File: config.mk
export PLATFORM = sky130hd
export DESIGN_NAME = router_reg
export DESIGN_NICKNAME = d
export VERILOG_FILES = /design/src/rtl/router_reg.sv
export SDC_FILE = /design/constraint.sdc
export NUM_CORES = 1
export LEC_CHECK = 0
export CAP_MARGIN = 25
export CORE_ASPECT_RATIO = 0.9
export CORE_UTILIZATION = 67
export DETAILED_ROUTE_END_ITERATION = 7
export DONT_BUFFER_PORTS = 1
export PLACE_DENSITY = 0.83
export SLEW_MARGIN = 20
export SYNTH_ARGS = -nofsm -noshare
export SYNTH_HDL_FRONTEND = slang
export SYNTH_SLANG_ARGS = --single-unit
File: constraint.sdc
create_clock -name clock -period 2.7 [get_ports clock]
set_clock_uncertainty 0.1 [all_clocks]
set_input_delay 0.135 -clock clock [delete_from_list [all_inputs] [get_ports clock]]
set_output_delay 0.135 -clock clock [all_outputs]
set_load 0.005 [all_outputs]
File: src/rtl/router_reg.sv
// Register stage behind the router FSM: latches the header, drives the FIFO write bus,
// holds the byte that arrives while the FIFO is full, and tracks packet parity.
module router_reg #(
  parameter int         DATA_WIDTH   = 8,
  parameter logic [1:0] ADDR_INVALID = 2'b11
) (
  input  logic                  clock,
  input  logic                  reset,
  input  logic                  pkt_valid,
  input  logic [DATA_WIDTH-1:0] data_in,
  input  logic                  fifo_full,
  input  logic                  detect_add,
  input  logic                  lfd_state,
  input  logic                  ld_state,
  input  logic                  laf_state,
  input  logic                  full_state,
  input  logic                  rst_int_reg,
  output logic [DATA_WIDTH-1:0] dout,
  output logic                  parity_done,
  output logic                  low_packet_valid,
  output logic                  err
);

  logic [DATA_WIDTH-1:0] header_reg;
  logic [DATA_WIDTH-1:0] full_byte_reg;
  logic [DATA_WIDTH-1:0] int_parity;
  logic [DATA_WIDTH-1:0] pkt_parity;
  logic                  parity_done_p1;

  // Strobes resolved by priority: detect_add > lfd_state > ld_state > laf_state.
  logic lfd_eff, ld_eff, laf_eff, hdr_load;

  assign lfd_eff  = lfd_state && !detect_add;
  assign ld_eff   = ld_state && !detect_add && !lfd_state;
  assign laf_eff  = laf_state && !detect_add && !lfd_state && !ld_state;
  assign hdr_load = detect_add && pkt_valid && (data_in[1:0] != ADDR_INVALID);

  always_ff @(posedge clock or posedge reset) begin
    if (reset) begin
      header_reg    <= '0;
      full_byte_reg <= '0;
      dout          <= '0;
    end else begin
      if (hdr_load)
        header_reg <= data_in;
      if (ld_eff && fifo_full)
        full_byte_reg <= data_in;
      if (lfd_eff)
        dout <= header_reg;
      else if (ld_eff && !fifo_full)
        dout <= data_in;
      else if (laf_eff)
        dout <= full_byte_reg;
    end
  end

  // The byte parked in full_byte_reg is folded in here on its ld_state cycle.
  always_ff @(posedge clock or posedge reset) begin
    if (reset) begin
      int_parity <= '0;
      pkt_parity <= '0;
    end else if (detect_add) begin
      int_parity <= '0;
      pkt_parity <= '0;
    end else if (lfd_eff) begin
      int_parity <= int_parity ^ header_reg;
    end else if (ld_eff) begin
      if (pkt_valid && !full_state)
        int_parity <= int_parity ^ data_in;
      if (!pkt_valid)
        pkt_parity <= data_in;
    end
  end

  always_ff @(posedge clock or posedge reset) begin
    if (reset) begin
      parity_done      <= 1'b0;
      low_packet_valid <= 1'b0;
    end else begin
      if (detect_add)
        parity_done <= 1'b0;
      else if (ld_eff && !pkt_valid && !fifo_full)
        parity_done <= 1'b1;
      else if (laf_eff && low_packet_valid && !parity_done)
        parity_done <= 1'b1;
      if (ld_eff && !pkt_valid)
        low_packet_valid <= 1'b1;
      else if (rst_int_reg)
        low_packet_valid <= 1'b0;
    end
  end

  // Compare one cycle after parity_done rises, once both parity registers are final.
  always_ff @(posedge clock or posedge reset) begin
    if (reset) begin
      parity_done_p1 <= 1'b0;
      err            <= 1'b0;
    end else begin
      parity_done_p1 <= parity_done;
      if (detect_add)
        err <= 1'b0;
      else if (parity_done && !parity_done_p1)
        err <= (int_parity != pkt_parity);
    end
  end

endmodule
==> impl_metrics.yaml <==
critical_path:
  r2r-end: "parity_done$_DFFE_PP0P_"
  slowest_delay_ns: 0.83
  arrival_ns: 2.67
  start_kind: "primary input"
  crit_cells: 5
  cp_slowest_cell: "nor4b_4"
  crit_start: "detect_add"
  critPathTopFamily: "buffers and inverters"
  crit_required_ns: 2.92
  cp-endpoint: "parity_done$_DFFE_PP0P_"
  cp_max_fo: 18
  crit_path_end_kind: "register"
  cp_cell_sequence: "dlygate4sd3_1, nor4b_4, nand2b_1, a21oi_1, dlygate4sd3_1"
  path_buf_inv: 2
  worstSetupPathType: "in2reg"
  reg2reg_depth: 3
  crit_path_frequent_cell: "dlygate4sd3_1"
  ff2ff_setup_slack_ns: 1.17
  reg2reg_from: "parity_done$_DFFE_PP0P_"
clocking:
  clock_sinks: 44
  clock_path_buffers: 2
  ctsHtreeMaxLevel: 2
  cts_setup_buffers: 0
  worstSkewPairLatency_ns: 0.38
  cts_buffers: 5
  cts-root-buf: "clkbuf_4"
  cts_tree: "yes"
  cts.clk_slew.worst_paths_ns: 0.13
  ctsHoldBuffers: 21
  cts_resized: 0
power_and_ir_drop:
  switching_share_pct: 28.3
  p_leak_nw: 1.11
  pwr-share-comb_pct: 19.1
  power_density_mw_per_mm2: 617
  p_sw_w: 0.000434
  peakVddDrop_mv: 0.471
  p_int_w: 0.00110
  pwr-share-clk_pct: 26.6
  seqPwrFrac_pct: 54.3
global_route:
  overflow: 0
  grt_max_degree: 21
  met3_usage_pct: 9.43
  use_met2_pct: 57.0
  antenna_found_initial: 0
  grt_pass1_vias: 1746
  use_met1_pct: 43.5
  top_usage_layer: "met2"
  grt_pass1_wl_um: 8830
  grt_usage_pct: 34.6
timing:
  max_freq_mhz: 408
  fin_setup_tns_ns: 0
  maxSlewHeadroom_pct: 44.0
  setup_viol: 0
  tightest_slew_ns: 0.837
  finalHoldViolCount: 0
  slew_viol_final: 0
  fin_crit_sh_pct: 90.7
  period_needed_ns: 2.45
  rsz0062_at_grt: "false"
placed_design:
  place.gp.congestion: 0.856
  io_buffers: 0
  post-dp-hpwl_um: 3300
  place_inst: 237
route:
  postRouteAntennaNets: 0
  drt_iter0_markers: 134
  drc_errors: 0
  dr.pass1.iters: 4
  routedWlPerCell_um: 20.0
  viasPerCell: 6.15
  wl_um: 5310
  num_vias: 1637
yosys:
  synth_cell_types: 33
  synth_area_leaders: "dfrtp_1 (50%), xnor2_1 (5.2%), mux2_4 (4.8%)"
  synth_nets: 219
  yosysMostFrequentCell: "dfrtp_1"
  synth_common_cells: "dfrtp_1 (44), nand2_1 (25), nor2_1 (14), xnor2_1 (13), a21oi_1 (10)"
  yosysSeqAreaShare_pct: 50.4
  syn_area_per_cell_sq_um: 10.9
  synth_ff_type: "dfrtp_1"
  synth_seq_cells: 44
  synth_warnings: 0
  synth-edff-count: 0
  postSynthCellCount: 201
  yosys.area.top_type: "dfrtp_1"
  synth_area_sq_mm: 0.00219
  async_reset_ff_share_pct: 100
  synth_top_area_share_pct: 50.4
cells_and_area:
  fin_cells: 266
  syn_to_final_growth_pct: 13.9
  nets: 241
  antennaDiodeCount: 0
  layout-drive-gt1-share_pct: 9.82
floorplanning:
  start_util_pct: 70.7
  ios: 29
  core_sq_mm: 0.00309
  dieWidth_um: 62.2
  die-area_sq_mm: 0.00349
  row_count: 19
  die_y_um: 56.2
run:
  cap_violations: 0
status:
  status: "finished clean"
hold_path:
  min_path_type: "in2reg"
## per-layer routing
layer  part of all wire [%]  up-vias
met1                     39      810
met2                     50       73
met3                    8.2       14
met5                      0        -
li1                       -      740
met4                    2.3        0
## metrics by stage
step                hold slack (ns)  setup slack, ns  area, sq um  power, W  util [%]
finish                       0.0534            0.251         2490   0.00154      80.6
global route                 0.0655            0.156         2490   0.00160      80.6
CTS                          0.0447            0.414         2490   0.00154      80.6
detailed placement          -0.0496             1.27         2200   0.00110      71.3
global placement              0.102             1.31         2190   0.00108      70.8
floorplan                     0.152             1.40         2190   0.00104         -
## worst reg2reg max path, cell delays in order (launching register included)
cell,delay (ns)
dfrtp_1,0.45
a31oi_1,0.19
a21oi_1,0.10
dlygate4sd3_1,0.59
## area by class of cell
class | count | area (sq um)
inverter | 5 | 18.8
multi-input combinational | 143 | 1000
clock inverter | 2 | 35.0
fill | 186 | 601
timing repair buffer | 24 | 240
sequential | 44 | 1100
clock buffer | 6 | 41.3
tap | 42 | 52.6
## logic make-up after synthesis
family,count (synthesis),share of synthesized area (%)
mux,21,11.6
flops,44,50.4
xor+xnor,16,6.41
compound gates,41,12.4
buf+inv,14,3.83
simple gates,65,15.5
## how the worst min path moves through the flow
stage / startpoint / to / slack, ns / depth (start not counted)
2_1_floorplan: data_in[7] / full_byte_reg[7]$_DFFE_PP0P_ / 0.15 / 2
3_3_place_gp: detect_add / parity_done$_DFFE_PP0P_ / 0.10 / 1
3_5_place_dp: reset / parity_done_p1$_DFF_PP0_ / -0.05 / 1
4_1_cts: lfd_state / int_parity[4]$_DFFE_PP0P_ / 0.04 / 4
5_1_grt: lfd_state / int_parity[4]$_DFFE_PP0P_ / 0.07 / 4
6_report: lfd_state / int_parity[4]$_DFFE_PP0P_ / 0.05 / 4
## layout by cell type, fill, tap and decap left out, types with 3 or more instances in the layout
| master | n |
|---|---|
| nor2_1 | 14 |
| a21oi_1 | 10 |
| xnor2_1 | 13 |
| mux2i_1 | 8 |
| mux2_1 | 6 |
| a211oi_1 | 8 |
| mux2_4 | 7 |
| dfrtp_1 | 44 |
| o31ai_1 | 7 |
| o21ai_0 | 8 |
| dlygate4sd3_1 | 21 |
| xor2_1 | 3 |
| nand2_1 | 25 |
| nor2b_1 | 9 |
| clkbuf_4 | 5 |
| inv_1 | 4 |
| and3_1 | 8 |
## power by group through the flow
stage / Combinational [W] / Clock, W / Sequential [W]
2_1_floorplan: 0.000223 / 0 / 0.000820
3_3_place_gp: 0.000238 / 0 / 0.000838
3_5_place_dp: 0.000257 / 0 / 0.000843
4_1_cts: 0.000292 / 0.000414 / 0.000831
5_1_grt: 0.000320 / 0.000437 / 0.000843
6_report: 0.000294 / 0.000408 / 0.000833
(Power assumes the default switching activity.)
